`src/rtl/delay_line_probe_pkg.sv`:
```
// Shared definitions for the delay-line latency probe: FSM state encoding,
// default marker pattern and default counter width.
package delay_line_probe_pkg;

  localparam int         DEF_CNT_W   = 8;
  localparam logic [7:0] DEF_PATTERN = 8'hA5;

  typedef enum logic [2:0] {
    ST_IDLE,
    ST_FLUSH,
    ST_LAUNCH,
    ST_WAIT,
    ST_DONE
  } probe_state_e;

endpackage

```
`src/rtl/delay_line_probe_if.sv`:
```
// Request/result bundle between the probe and its environment. The master side
// issues start and returns the delay line output; the slave side is the probe.
interface delay_line_probe_if #(
  parameter int DATA_W = 8,
  parameter int CNT_W  = 8
);
  logic              start;
  logic [DATA_W-1:0] probe_data;
  logic [DATA_W-1:0] line_out;
  logic              busy;
  logic              done;
  logic              timeout;
  logic [CNT_W-1:0]  latency;
  logic              corrupt;

  modport master (
    output start, line_out,
    input  probe_data, busy, done, timeout, latency, corrupt
  );

  modport slave (
    input  start, line_out,
    output probe_data, busy, done, timeout, latency, corrupt
  );
endinterface

```
`src/rtl/delay_line_probe_counter.sv`:
```
// Saturating up-counter shared by the flush and wait phases. Synchronous clear
// wins over enable; tc flags the all-ones value where counting stops.
module delay_probe_counter
  import delay_line_probe_pkg::*;
#(
  parameter int CNT_W = DEF_CNT_W
) (
  input  logic             clk,
  input  logic             rst_n,
  input  logic             clr,
  input  logic             en,
  output logic [CNT_W-1:0] count,
  output logic             tc
);
  localparam logic [CNT_W-1:0] MAX = '1;

  assign tc = (count == MAX);

  // Count up while enabled, hold at MAX, clear on request.
  always_ff @(posedge clk or negedge rst_n) begin
    if (!rst_n)          count <= '0;
    else if (clr)        count <= '0;
    else if (en && !tc)  count <= count + 1'b1;
  end
endmodule

```
`src/rtl/delay_line_probe.sv`:
```
// Latency probe for fixed-latency delay lines: flushes the line with zeros,
// injects a one-cycle marker and counts cycles until the marker reappears.
// Optional build macro DELAY_PROBE_CORRUPT_CHECK_EN enables a sticky flag for
// unexpected non-zero line values seen while waiting for the marker.
module delay_line_probe
  import delay_line_probe_pkg::*;
#(
  parameter int                DATA_W       = 8,
  parameter int                CNT_W        = DEF_CNT_W,
  parameter logic [DATA_W-1:0] PATTERN      = DATA_W'(DEF_PATTERN),
  parameter int                FLUSH_CYCLES = 255
) (
  input  logic                clk,
  input  logic                rst_n,
  delay_line_probe_if.slave   bus
);
  localparam logic [CNT_W-1:0] FLUSH_LAST = CNT_W'(FLUSH_CYCLES - 1);

  probe_state_e     state, state_nxt;
  logic [CNT_W-1:0] cnt;
  logic             cnt_tc, cnt_clr, cnt_en;
  logic             match, hit, expire;

  assign match = (bus.line_out == PATTERN);

  delay_probe_counter #(.CNT_W(CNT_W)) u_cnt (
    .clk   (clk),
    .rst_n (rst_n),
    .clr   (cnt_clr),
    .en    (cnt_en),
    .count (cnt),
    .tc    (cnt_tc)
  );

  // State register.
  always_ff @(posedge clk or negedge rst_n) begin
    if (!rst_n) state <= ST_IDLE;
    else        state <= state_nxt;
  end

  // Next state and counter control. LAUNCH already checks for a match with
  // count 0 so a zero-latency path is measurable. Saturation wins over a
  // match at the all-ones count, keeping the largest reportable value at 2^CNT_W-2.
  always_comb begin
    state_nxt = state;
    cnt_clr   = 1'b0;
    cnt_en    = 1'b0;
    hit       = 1'b0;
    expire    = 1'b0;
    case (state)
      ST_IDLE: begin
        cnt_clr = 1'b1;
        if (bus.start) state_nxt = ST_FLUSH;
      end
      ST_FLUSH: begin
        if (cnt == FLUSH_LAST) begin
          cnt_clr   = 1'b1;
          state_nxt = ST_LAUNCH;
        end else begin
          cnt_en = 1'b1;
        end
      end
      ST_LAUNCH, ST_WAIT: begin
        cnt_en = 1'b1;
        if (cnt_tc) begin
          expire    = 1'b1;
          state_nxt = ST_DONE;
        end else if (match) begin
          hit       = 1'b1;
          state_nxt = ST_DONE;
        end else begin
          state_nxt = ST_WAIT;
        end
      end
      ST_DONE: begin
        cnt_clr   = 1'b1;
        state_nxt = ST_IDLE;
      end
      default: state_nxt = ST_IDLE;
    endcase
  end

  // Registered outputs, computed from the next state so the marker is on
  // probe_data exactly during the LAUNCH cycle.
  always_ff @(posedge clk or negedge rst_n) begin
    if (!rst_n) begin
      bus.probe_data <= '0;
      bus.busy       <= 1'b0;
      bus.done       <= 1'b0;
      bus.timeout    <= 1'b0;
      bus.latency    <= '0;
    end else begin
      bus.probe_data <= (state_nxt == ST_LAUNCH) ? PATTERN : '0;
      bus.busy       <= (state_nxt != ST_IDLE);
      bus.done       <= hit;
      bus.timeout    <= expire;
      if (hit) bus.latency <= cnt;
    end
  end

`ifdef DELAY_PROBE_CORRUPT_CHECK_EN
  logic corrupt_q;

  // Sticky flag for garbage on the line before the marker; a new accepted
  // start clears it.
  always_ff @(posedge clk or negedge rst_n) begin
    if (!rst_n)                              corrupt_q <= 1'b0;
    else if (state == ST_IDLE && bus.start)  corrupt_q <= 1'b0;
    else if (state == ST_WAIT && !match && (bus.line_out != '0))
                                             corrupt_q <= 1'b1;
  end

  assign bus.corrupt = corrupt_q;
`else
  assign bus.corrupt = 1'b0;
`endif

endmodule

```
`src/flat_wrapper.sv`:
```
// flat-port wrapper written by rule: the top's interface ports become plain ports
module delay_line_probe_flat import delay_line_probe_pkg::*;
#(
  parameter int                DATA_W       = 8,
  parameter int                CNT_W        = DEF_CNT_W,
  parameter logic [DATA_W-1:0] PATTERN      = DATA_W'(DEF_PATTERN),
  parameter int                FLUSH_CYCLES = 255
)
  (clk, rst_n, bus_start, bus_line_out, bus_probe_data, bus_busy, bus_done, bus_timeout, bus_latency, bus_corrupt);
  delay_line_probe_if #(.DATA_W(DATA_W), .CNT_W(CNT_W)) bus_i ();
  input  logic clk;
  input  logic rst_n;
  input wire logic [$bits(bus_i.start)-1:0] bus_start;
  input wire logic [$bits(bus_i.line_out)-1:0] bus_line_out;
  output wire logic [$bits(bus_i.probe_data)-1:0] bus_probe_data;
  output wire logic [$bits(bus_i.busy)-1:0] bus_busy;
  output wire logic [$bits(bus_i.done)-1:0] bus_done;
  output wire logic [$bits(bus_i.timeout)-1:0] bus_timeout;
  output wire logic [$bits(bus_i.latency)-1:0] bus_latency;
  output wire logic [$bits(bus_i.corrupt)-1:0] bus_corrupt;
  assign bus_i.start = bus_start;
  assign bus_i.line_out = bus_line_out;
  assign bus_probe_data = bus_i.probe_data;
  assign bus_busy = bus_i.busy;
  assign bus_done = bus_i.done;
  assign bus_timeout = bus_i.timeout;
  assign bus_latency = bus_i.latency;
  assign bus_corrupt = bus_i.corrupt;
  delay_line_probe #(.DATA_W(DATA_W), .CNT_W(CNT_W), .PATTERN(PATTERN), .FLUSH_CYCLES(FLUSH_CYCLES)) u_core (.clk(clk), .rst_n(rst_n), .bus(bus_i));
endmodule
```
`config.mk`:
```
export PLATFORM = sky130hd
export DESIGN_NAME = delay_line_probe_flat
export DESIGN_NICKNAME = d
export VERILOG_FILES = /design/src/rtl/delay_line_probe_pkg.sv /design/src/rtl/delay_line_probe_if.sv /design/src/rtl/delay_line_probe_counter.sv /design/src/rtl/delay_line_probe.sv /design/src/flat_wrapper.sv
export SDC_FILE = /design/constraint.sdc
export NUM_CORES = 1
export LEC_CHECK = 0
export ABC_CLOCK_PERIOD_IN_PS = 1890
export CAP_MARGIN = 5
export CELL_PAD_IN_SITES_DETAIL_PLACEMENT = 1
export CELL_PAD_IN_SITES_GLOBAL_PLACEMENT = 1
export CORE_ASPECT_RATIO = 1.25
export CORE_MARGIN = 2
export CORE_UTILIZATION = 25
export CTS_CLUSTER_SIZE = 40
export DETAILED_ROUTE_END_ITERATION = 8
export DONT_BUFFER_PORTS = 1
export GPL_ROUTABILITY_DRIVEN = 0
export GPL_TIMING_DRIVEN = 0
export HOLD_SLACK_MARGIN = 0.02
export MAX_ROUTING_LAYER = met4
export PLACE_DENSITY_LB_ADDON = 0.1
export SYNTH_ARGS = -nofsm -noshare
export SYNTH_HDL_FRONTEND = slang
export SYNTH_HIERARCHICAL = 1
export SYNTH_SLANG_ARGS = --single-unit
```
`constraint.sdc`:
```
create_clock -name clk -period 1.89 [get_ports clk]
set_input_delay 0.378 -clock clk [delete_from_list [all_inputs] [get_ports clk]]
set_output_delay 0.378 -clock clk [all_outputs]
set_load 0.02 [all_outputs]
```
==> results.sh, run 1 <==
export IMPL_yosys_top_cells_area="dfrtp_1 (49%), mux2_2 (8.7%), buf_4 (5.1%)"
export IMPL_cts_inserted_buffers=3
export IMPL_antenna_found_initial=0
export IMPL_synth_most_common_cell="dfrtp_1"
export IMPL_start_util_pct=26.2
export IMPL_ys_flop_type="dfrtp_1"
export IMPL_holdWs_ns=0.250
export IMPL_end_kind="flip-flop"
export IMPL_syn_avg_cell_area_um2=11.2
export IMPL_syn_to_final_growth_pct=31.3
export IMPL_wire_per_inst_um=15.2
export IMPL_grt_pass1_wl_mm=4.66
export IMPL_skew_ns=0.00626
export IMPL_hold_path_class="primary input to flip-flop"
export IMPL_ant_nets=0
export IMPL_clock_latency_ns=0.27
export IMPL_grt_pass1_vias=935
export IMPL_yosys_area_top_type="dfrtp_1"
export IMPL_wl_mm=2.84
export IMPL_die_area_mm2=0.00524
export IMPL_drt_initial_drc_count=43
export IMPL_synth_warnings=6
export IMPL_dr_pass1_iters=4
export IMPL_stdcell_count=187
export IMPL_yosys_top_cells_count="dfrtp_1 (23), mux2_2 (9), buf_4 (8)"
export IMPL_rows=27
export IMPL_io_pins=31
export IMPL_met1_usage_pct=14.0
export IMPL_fillers=508
export IMPL_fin_crit_sh_pct=101
export IMPL_total_leakage_power_uw=0.000698
export IMPL_n_antenna_cell=0
export IMPL_ir_drop_mv=0.363
export IMPL_drive_above_1_share_pct=47.3
export IMPL_syn_cell_area_mm2=0.00117
export IMPL_setup_violations=2
export IMPL_cp_data_required_time_ns=2.05
export IMPL_vias=879
export IMPL_dpl_hpwl_mm=1.83
export IMPL_htreeDepth=1
export IMPL_min_period_ns=1.91
export IMPL_seq_area_frac_synth_pct=49.3
export IMPL_arrival_ns=2.07
export IMPL_cts_tree="yes"
export IMPL_fp_coreArea_mm2=0.00446
export IMPL_critPathMaxFanout=5
export IMPL_clkTransAtPathRegs_ns=0.09
export IMPL_ys_ff_latch=23
export IMPL_io_buffer_count=0
export IMPL_setup_ws_ns=-0.0214
export IMPL_drc=0
export IMPL_grt_ovfl_total=0
export IMPL_rsz0062_at_grt="true"
export IMPL_seq_area_um2=584
export IMPL_max_clock_freq_ghz=0.523
export IMPL_critPathKind="flip-flop to flip-flop"
export IMPL_hold_viol=0
export IMPL_power_density_mw_per_mm2=1130
export IMPL_clock_path_buffers=2
export IMPL_cts_sinks=23
export IMPL_dp_cells=166
export IMPL_finalCoreUtilization_pct=34.4
export IMPL_synth_edf_count=0
export IMPL_drv_cap=0
export IMPL_synth_distinct_cells=34
export IMPL_slew_viol_final=0
export IMPL_gr_usage_met2_pct=21.0
export IMPL_synthCells=104
export IMPL_yosysTopAreaCellShare_pct=49.3
export IMPL_grt_use_met3_pct=2.52
export IMPL_die_h_um=80.4
export IMPL_grtUsageTotal_pct=12.2
export IMPL_multi_input_area_um2=579
export IMPL_root_buffer="clkbuf_8"
export IMPL_grt_max_degree=24
export IMPL_crit_path_start_kind="flip-flop"
export IMPL_fp_dieW_um=65.1
export IMPL_pre_cts_slack_ns=-0.317
export IMPL_async_reset_ff_share_pct=100
export IMPL_violations="negative setup slack"
export IMPL_status="finished, violations left"
export IMPL_vias_per_cell=4.70
export IMPL_grt_busiest_layer="met2"
export IMPL_fin_nets=142
## sequential cells by signal, summed over array words and instances (netlist names)
name                   cells
u_core/bus.latency         8
u_core/state               3
u_core/bus.done            1
u_core/bus.timeout         1
u_core/bus.busy            1
u_core/bus.probe_data      1
u_core/u_cnt/count         8
## final cells by class
type	instances	share of cell area [%]
inverters	5	1.22
flip-flops and latches	23	38.1
clock inverters	1	0.490
plain buffers	9	4.90
clock buffers	3	2.69
well taps	58	4.73
repair buffers	17	10.0
multi-input cells	71	37.8
## path summary, 6_finish.rpt
check                                                   from                                end  slack, ns  cells after the start
max                        u_core/u_cnt/count[0]$_DFFE_PN0P_  u_core/u_cnt/count[0]$_DFFE_PN0P_      -0.02                      6
min in group asynchronous                              rst_n          u_core/bus.done$_DFF_PN0_       0.52                      2
min                                                bus_start          u_core/bus.busy$_DFF_PN0_       0.25                      2
max in group asynchronous                              rst_n  u_core/u_cnt/count[2]$_DFFE_PN0P_       1.19                      2
max reg2reg                u_core/u_cnt/count[0]$_DFFE_PN0P_  u_core/u_cnt/count[0]$_DFFE_PN0P_      -0.02                      6
min reg2reg                u_core/u_cnt/count[5]$_DFFE_PN0P_  u_core/u_cnt/count[5]$_DFFE_PN0P_       0.55                      1
## stage by stage
stage | TNS, ns | instance area [µm²] | power, µW
after floorplan | 0 | 1180 | 1080
after global placement | -2.52 | 1260 | 1180
after detailed placement | -2.50 | 1260 | 1190
after CTS | 0 | 1490 | 1700
after global routing | -0.357 | 1530 | 1870
final | -0.0317 | 1530 | 1730
## cell usage in the layout, fill, tap and decap left out, drive strengths merged, types with 4 or more instances in the layout
cell type and n:
conb 5, nor3 5, nand2 4, a21oi 5
mux2 10, buf 25, dfrtp 23, a211oi 4
nand3 4, inv 5, o21ai 4
## kinds of logic after synthesis
kind of cell    after synthesis  share of synthesized area [%]
mux                          11                           10.8
fa+ha+maj                     1                           1.07
compound gates               19                           10.6
flops                        23                           49.3
buf+inv                      14                           7.07
simple gates                 35                           20.8
other cells                   1                          0.321
## power by group
part / leakage [µW] / internal, µW / switching (µW)
combinational: 0.000391 / 338 / 268
clock: 0.0000217 / 149 / 173
sequential: 0.000285 / 616 / 188
## per-layer routing
| layer | part of all wire (%) | up-vias |
|---|---|---|
| li1 | - | 416 |
| met1 | 42 | 438 |
| met2 | 53 | 23 |
| met3 | 4.5 | 2 |
| met4 | 0.95 | 0 |
| met5 | 0 | - |
## worst max-delay path, stage by stage (launching register included)
cell	delay [ns]
dfrtp_2	0.44
nand4b_1	0.27
or4b_4	0.56
o21ai_4	0.10
buf_8	0.13
nor2b_1	0.04
mux2_4	0.26
## what timing repair did
item / CTS / global route
setup endpoints to repair: 16 / 14
pin swaps: 3 / 4
hold buffers: 2 / 0
resized for setup: 16 / 10
buffers inserted: 14 / 1
hold endpoints to repair: 23 / 0
(Power assumes the default switching activity.)
==> run 2: changes to the inputs <==
CORE_UTILIZATION = 42   (was 25)
==> results.sh, run 2 (same netlist as run 1, synthesis figures left out) <==
export IMPL_cp_data_required_time_ns=2.13
export IMPL_clock_latency_ns=0.32
export IMPL_fp_dieW_um=51.2
export IMPL_ir_drop_mv=0.711
export IMPL_fin_crit_sh_pct=102
export IMPL_ant_nets=0
export IMPL_drv_cap=0
export IMPL_final_cell_mix="buf_4 (36), dfrtp_1 (15), dfrtp_2 (8)"
export IMPL_min_period_ns=1.93
export IMPL_cts_inserted_buffers=3
export IMPL_largest_registers="u_core/bus.latency: 8 flops, u_core/u_cnt/count: 8 flops, u_core/state: 3 flops"
export IMPL_fillers=286
export IMPL_grt_pass1_wl_mm=4.64
export IMPL_cts_sinks=23
export IMPL_start_util_pct=44.0
export IMPL_max_clock_freq_ghz=0.518
export IMPL_clock_path_buffers=2
export IMPL_worst_slew_pin_slew_ns=1.05
export IMPL_grtUsageTotal_pct=19.8
export IMPL_drc=0
export IMPL_syn_to_final_growth_pct=41.5
export IMPL_hold_viol=0
export IMPL_multi_input_area_um2=646
export IMPL_vias=1008
export IMPL_end_kind="flip-flop"
export IMPL_fp_coreArea_mm2=0.00265
export IMPL_power_density_mw_per_mm2=1200
export IMPL_stdcell_count=179
export IMPL_slew_viol_final=0
export IMPL_io_pins=31
export IMPL_grt_max_degree=24
export IMPL_htreeDepth=1
export IMPL_drive_above_1_share_pct=57.2
export IMPL_io_buffer_count=0
export IMPL_final_common_cell="buf_4"
export IMPL_setup_violations=3
export IMPL_n_antenna_cell=0
export IMPL_root_buffer="clkbuf_4"
export IMPL_worst_slew_margin_rel_pct=30.0
export IMPL_crit_path_start_kind="flip-flop"
export IMPL_arrival_ns=2.17
export IMPL_total_leakage_power_uw=0.000771
export IMPL_hold_path_class="primary input to flip-flop"
export IMPL_dp_cells=142
export IMPL_seq_area_um2=586
export IMPL_wire_per_inst_um=18.5
export IMPL_holdWs_ns=0.205
export IMPL_setup_ws_ns=-0.0421
export IMPL_status="finished, violations left"
export IMPL_antenna_found_initial=0
export IMPL_clkTransAtPathRegs_ns=0.13
export IMPL_skew_ns=0.00341
export IMPL_wl_mm=3.31
export IMPL_cts_tree="yes"
export IMPL_grt_ovfl_total=0
export IMPL_vias_per_cell=5.63
export IMPL_drt_initial_drc_count=23
export IMPL_grt_pass1_vias=967
export IMPL_die_h_um=62.9
export IMPL_fin_nets=158
export IMPL_critPathMaxFanout=5
export IMPL_die_area_mm2=0.00322
export IMPL_dr_pass1_iters=4
export IMPL_rows=21
export IMPL_critPathKind="flip-flop to flip-flop"
export IMPL_rsz0062_at_grt="true"
export IMPL_violations="negative setup slack"
## run 2: worst paths after layout
path | startpoint | end | slack, ns | cells after the start
max in group asynchronous | rst_n | u_core/u_cnt/count[4]$_DFFE_PN0P_ | 0.51 | 1
setup reg to reg | u_core/u_cnt/count[1]$_DFFE_PN0P_ | u_core/u_cnt/count[5]$_DFFE_PN0P_ | -0.04 | 9
hold / removal | bus_start | u_core/bus.busy$_DFF_PN0_ | 0.20 | 2
min in group asynchronous | rst_n | u_core/u_cnt/count[5]$_DFFE_PN0P_ | 0.68 | 1
setup / recovery | u_core/u_cnt/count[1]$_DFFE_PN0P_ | u_core/u_cnt/count[5]$_DFFE_PN0P_ | -0.04 | 9
hold reg to reg | u_core/u_cnt/count[5]$_DFFE_PN0P_ | u_core/u_cnt/count[5]$_DFFE_PN0P_ | 0.53 | 1
## run 2: timing repair
action / in CTS / in global routing
setup buffers: 17 / 14
pin swaps: 6 / 8
hold buffers: 1 / 0
resized for setup: 24 / 14
cloned: 1 / 0
hold endpoints to repair: 23 / 0
setup endpoints to repair: 16 / 16
## run 2: through the flow
stage / instance area (µm²) / TNS (ns) / setup WS (ns) / total power [µW] / util [%]
floorplan: 1180 / 0 / 0.0263 / 1080 / -
global placement: 1230 / -1.69 / -0.252 / 1180 / 46.2
detailed placement: 1230 / -2.64 / -0.315 / 1200 / 46.2
CTS: 1490 / -0.0852 / -0.0388 / 1680 / 56.1
global route: 1650 / -0.537 / -0.130 / 2120 / 62.2
finish: 1650 / -0.0789 / -0.0421 / 1990 / 62.2
## run 2: critical path, stage by stage (launching register included)
cell	delay [ns]
dfrtp_2	0.46
buf_6	0.13
nand4b_1	0.13
buf_4	0.15
o21ai_4	0.05
a21oi_2	0.20
buf_4	0.17
and4_4	0.26
a31oi_4	0.09
a211oi_2	0.20
## run 2: cell type report
type / count / share of cell area (%)
flip-flops and latches: 23 / 35.5
plain buffers: 9 / 4.55
multi-input cells: 72 / 39.1
inverters: 5 / 1.14
repair buffers: 32 / 15.4
clock buffers: 3 / 1.36
well taps: 34 / 2.58
clock inverters: 1 / 0.455
## run 2: per-layer routing
metal  vias up  wire length, µm  global-route usage (%)
li1        453                -                       -
met1       518             1290                    22.0
met2        29             1810                    34.9
met3         8              137                    3.83
met4         0               74                    6.08
met5         -                0                       -
## run 2: report_power, final
group,leakage [µW],internal [µW],switching [µW],total (µW)
logic,0.000473,526,380,906
registers,0.000284,619,226,845
clock network,0.0000139,80.8,156,237
total,0.000771,1230,763,1990
==> run 3: changes to the inputs <==
GPL_TIMING_DRIVEN = default   (was 0)
SETUP_SLACK_MARGIN = 0.1   (was default)
SKIP_CTS_REPAIR_TIMING = 1   (was default)
==> results.sh, run 3 (same netlist as run 1, synthesis figures left out) <==
export IMPL_finalCoreUtilization_pct=55.7
export IMPL_clock_latency_ns=0.32
export IMPL_syn_to_final_growth_pct=26.7
export IMPL_setup_violations=0
export IMPL_io_buffer_count=0
export IMPL_antenna_found_initial=0
export IMPL_fp_dieW_um=51.2
export IMPL_rows=21
export IMPL_drive_above_1_share_pct=42.3
export IMPL_cts_sinks=23
export IMPL_drv_cap=0
export IMPL_critPathKind="flip-flop to flip-flop"
export IMPL_cp_data_required_time_ns=2.10
export IMPL_io_pins=31
export IMPL_cts_inserted_buffers=3
export IMPL_power_density_mw_per_mm2=1180
export IMPL_fin_nets=143
export IMPL_rsz0062_at_grt="true"
export IMPL_root_buffer="clkbuf_4"
export IMPL_crit_path_start="u_core/u_cnt/count[1]$_DFFE_PN0P_"
export IMPL_stdcell_count=164
export IMPL_grtUsageTotal_pct=18.7
export IMPL_htreeDepth=1
export IMPL_r2r_worst_path_cells=6
export IMPL_final_common_cell="dfrtp_1"
export IMPL_die_area_mm2=0.00322
export IMPL_cts_tree="yes"
export IMPL_ir_drop_mv=0.610
export IMPL_end_kind="flip-flop"
export IMPL_crit_path_start_kind="flip-flop"
export IMPL_start_util_pct=44.0
export IMPL_dr_pass1_iters=4
export IMPL_max_clock_freq_ghz=0.541
export IMPL_min_period_ns=1.85
export IMPL_wire_per_inst_um=18.6
export IMPL_dp_cells=148
export IMPL_crit_end="u_core/bus.latency[0]$_DFFE_PN0P_"
export IMPL_drc=0
export IMPL_r2r_end="u_core/bus.latency[0]$_DFFE_PN0P_"
export IMPL_status="finished clean"
export IMPL_die_h_um=62.9
export IMPL_final_cell_mix="dfrtp_1 (23), buf_4 (22), mux2_4 (8)"
export IMPL_dpl_hpwl_mm=1.95
export IMPL_hold_path_class="primary input to flip-flop"
export IMPL_wl_mm=3.05
export IMPL_vias=914
export IMPL_clock_path_buffers=2
export IMPL_grt_ovfl_total=0
export IMPL_clkTransAtPathRegs_ns=0.13
export IMPL_grt_pass1_vias=905
export IMPL_hold_viol=0
export IMPL_critPathMaxFanout=4
export IMPL_tns_ns=0
export IMPL_largest_registers="u_core/bus.latency: 8 flops, u_core/u_cnt/count: 8 flops, u_core/state: 3 flops"
export IMPL_vias_per_cell=5.57
export IMPL_arrival_ns=2.06
export IMPL_skew_ns=0.0128
export IMPL_grt_pass1_wl_mm=4.28
export IMPL_ant_nets=0
export IMPL_n_antenna_cell=0
export IMPL_drt_initial_drc_count=22
export IMPL_fin_crit_sh_pct=97.8
export IMPL_reg2reg_slack_ns=0.04
export IMPL_total_leakage_power_uw=0.000712
export IMPL_fp_coreArea_mm2=0.00265
export IMPL_r2r_start="u_core/u_cnt/count[1]$_DFFE_PN0P_"
export IMPL_grt_max_degree=24
export IMPL_slew_viol_final=0
-- run 3: cell types whose count changed in the layout (fill, tap and decap cells not counted), sizes merged --
cell,delta
buf,-15
clkbuf,+1
clkinvlp,-1
-- run 3: how the worst min path moves through the flow --
stage / startpoint / to / slack, ns / depth (start not counted)
finish: bus_start / u_core/bus.busy$_DFF_PN0_ / 0.18 / 2
detailed placement: rst_n / u_core/bus.done$_DFF_PN0_ / 0.08 / 0
floorplan: rst_n / u_core/bus.busy$_DFF_PN0_ / 0.08 / 0
global route: bus_start / u_core/bus.busy$_DFF_PN0_ / 0.17 / 2
global placement: rst_n / u_core/bus.latency[7]$_DFFE_PN0P_ / 0.08 / 0
CTS: rst_n / u_core/bus.timeout$_DFF_PN0_ / -0.28 / 0
-- run 3: stage by stage --
stage | hold WS (ns) | area [µm²] | worst slack [ns] | total power [µW]
final | 0.181 | 1480 | 0.0418 | 1750
after global routing | 0.171 | 1480 | -0.0421 | 1860
after CTS | -0.278 | 1310 | 0.0130 | 1600
after detailed placement | 0.0829 | 1280 | 0.0388 | 1370
after global placement | 0.0829 | 1280 | 0.0506 | 1340
after floorplan | 0.0824 | 1190 | 0.0546 | 1080
-- run 3: critical path: stages, from the launching register on --
cell and delay (ns):
dfrtp_1 0.43, ha_2 0.21, and4_4 0.15, and2_4 0.15
nor3b_4 0.28, nand3_2 0.19, mux2_4 0.33
-- run 3: power breakdown --
part           internal [µW]  switching [µW]
combinational            389             404
sequential               603             122
clock                   82.6             149
-- run 3: final cells by class --
cell class,count,area (µm²)
Inverter,5,18.8
Fill cell,283,1170
Clock buffer,4,26.3
Multi-Input combinational cell,72,604
Timing Repair Buffer,26,211
Tap cell,34,42.5
Sequential cell,23,576
-- run 3: metal layers --
| metal | vias to the layer above | global-route usage (%) | wire [µm] |
|---|---|---|---|
| met1 | 459 | 22.2 | 1260 |
| met5 | - | - | 0 |
| met4 | 0 | 9.46 | 56 |
| met3 | 6 | 2.15 | 123 |
| li1 | 422 | - | - |
| met2 | 27 | 30.7 | 1610 |
==> variant, RTL diff (config.mk and constraints of run 1) <==
`DATA_W` is set to 8 in 3 places; all go to 10.
--- a/src/rtl/delay_line_probe_if.sv
+++ b/src/rtl/delay_line_probe_if.sv
@@ -1,7 +1,7 @@
 // Request/result bundle between the probe and its environment. The master side
 // issues start and returns the delay line output; the slave side is the probe.
 interface delay_line_probe_if #(
-  parameter int DATA_W = 8,
+  parameter int DATA_W = 10,
   parameter int CNT_W  = 8
 );
   logic              start;
--- a/src/rtl/delay_line_probe.sv
+++ b/src/rtl/delay_line_probe.sv
@@ -5,7 +5,7 @@
 module delay_line_probe
   import delay_line_probe_pkg::*;
 #(
-  parameter int                DATA_W       = 8,
+  parameter int                DATA_W       = 10,
   parameter int                CNT_W        = DEF_CNT_W,
   parameter logic [DATA_W-1:0] PATTERN      = DATA_W'(DEF_PATTERN),
   parameter int                FLUSH_CYCLES = 255
--- a/src/flat_wrapper.sv
+++ b/src/flat_wrapper.sv
@@ -1,7 +1,7 @@
 // flat-port wrapper written by rule: the top's interface ports become plain ports
 module delay_line_probe_flat import delay_line_probe_pkg::*;
 #(
-  parameter int                DATA_W       = 8,
+  parameter int                DATA_W       = 10,
   parameter int                CNT_W        = DEF_CNT_W,
   parameter logic [DATA_W-1:0] PATTERN      = DATA_W'(DEF_PATTERN),
   parameter int                FLUSH_CYCLES = 255
Ports: changed (resized bus_line_out and bus_probe_data); port bits go from 31 to 35. No check against the original RTL was run, so the function may have changed too.
==> variant against run 1 <==
  * Sequential cell count is the same
  * Via count increased by 5.0%
  * Wire length grew 6.7%
  * Final area rose by 2.4%
  * Worst setup slack better by 43 ps
  * Synthesized area increased by 5.5%
  * Total power is 3.7% higher
  * Count of clock-buffer cells in the layout unchanged
  * Critical path type unchanged
  * Highest routed layer unchanged
==> variant: results (changes against run 1) <==
stage;metric;value;unit;change
placement;placed_cell_area;1330;um2;+6.0%
finish;fin_cells;195;;+4.3%
grt;track_usage;11.8;%;-0.40 points
critical_path;critPathMaxStageDelay;440;ps;-120 ps
critical_path;cp.arrival;2040;ps;-30 ps
clock_tree;cts_setup_buffers;9;;-5
power;comb_power;704;uW;+16%
synthesis;synthAdderAreaFrac;1.02;%;-0.056 points
power;clkPwrFrac;17.8;%;-0.8 points
drt;drt_iter0_markers;24;;-44%
placement;placedCellCount;175;;+5.4%
run_status;status;completed;;
grt;use_met1;12.9;%;-1.1 points
finish;nNonClkInverters;4;;-1
placement;dp_hpwl;1.95;mm;+6.6%
synthesis;synth_cell_types;38;;+12%
finish;n_all_buffers;27;;+3.8%
clock_tree;clk_latency;270;ps;about the same
clock_tree;clk_path_buf_depth;2;;unchanged
timing;skew;5.53;ps;-0.734 ps
finish;multi_input_area_share;40.2;%;+2.4 points
drt;ant_nets;0;;unchanged
synthesis;ys_warn_count;6;;unchanged
grt;met3_usage;2.30;%;-0.22 points
drt;wl_per_cell;15.5;um;+2.3%
grt;grt_pass1_vias;974;;+4.2%
finish;fin_area;1570;um2;+2.4%
drt;drt-met1-wl;1.25;mm;+5.1%
power;ir_drop;0.000409;V;+13%
finish;nClkBuffers;3;;unchanged
finish;seqCellArea;582;um2;-0.43%
finish;nFillCells;536;;+5.5%
synthesis;yosys-top-cells-count;dfrtp_1 (23), buf_4 (10), mux2_2 (7);;
critical_path;cp_max_fo;8;;+3
synthesis;synth.avg_cell_area;11.3;um2;+0.63%
synthesis;synth_mux_area_share;10.9;%;+0.049 points
synthesis;synth_area_leaders;dfrtp_1 (47%), mux2_2 (6.4%), buf_4 (6.1%);;
synthesis;synth_seq_area_share;46.7;%;-2.6 points
drt;wl_met3;175;um;+36%
timing;tns;0;ps;+31.7 ps
power;p_leak;0.000728;uW;+4.3%
floorplanning;core;4730;um2;+6.1%
finish;clk_share;2.95;%;-0.24 points
drt;drtPass1Iterations;3;;-1
power;power_switching;669;uW;+6.4%
drt;via_count;923;;+5.0%
finish;drive_above_1_share;43.7;%;-3.6 points
drt;wl_met2;1.57;mm;+4.7%
critical_path;critPathSlowestCell;dfrtp_2;;
synthesis;synth_compound_area_share;10.7;%;+0.060 points
finish;nonClkBufAreaFrac;14.1;%;-0.84 points
placement;post-place-ws;-252;ps;+65.2 ps
## variant: changes by cell type after synthesis, moves of 2 or more
| cell | before | now |
|---|---|---|
| mux2_2 | 9 | 7 |
| nor2_1 | 3 | 6 |
| o21ai_0 | 4 | 2 |
| buf_4 | 8 | 10 |
| mux2_4 | 1 | 3 |
## variant: final timing paths
| kind | startpoint | to | slack, ps | cells after the start |
|---|---|---|---|---|
| setup / recovery | u_core/u_cnt/count[0] | u_core/bus.latency[6] | 20 | 6 |
| hold / removal | bus_start | u_core/bus.busy | 240 | 2 |
| hold reg to reg | u_core/state[2] | u_core/bus.busy | 590 | 1 |
| min in group asynchronous | rst_n | u_core/bus.latency[7] | 520 | 2 |
| setup reg to reg | u_core/u_cnt/count[0] | u_core/bus.latency[6] | 20 | 6 |
| max in group asynchronous | rst_n | u_core/u_cnt/count[1] | 1200 | 2 |
## variant: cell families after synthesis
group	Yosys count
buf+inv	15
mux	11
compound gates	19
flops	23
fa+ha+maj	1
simple gates	39
other cells	1
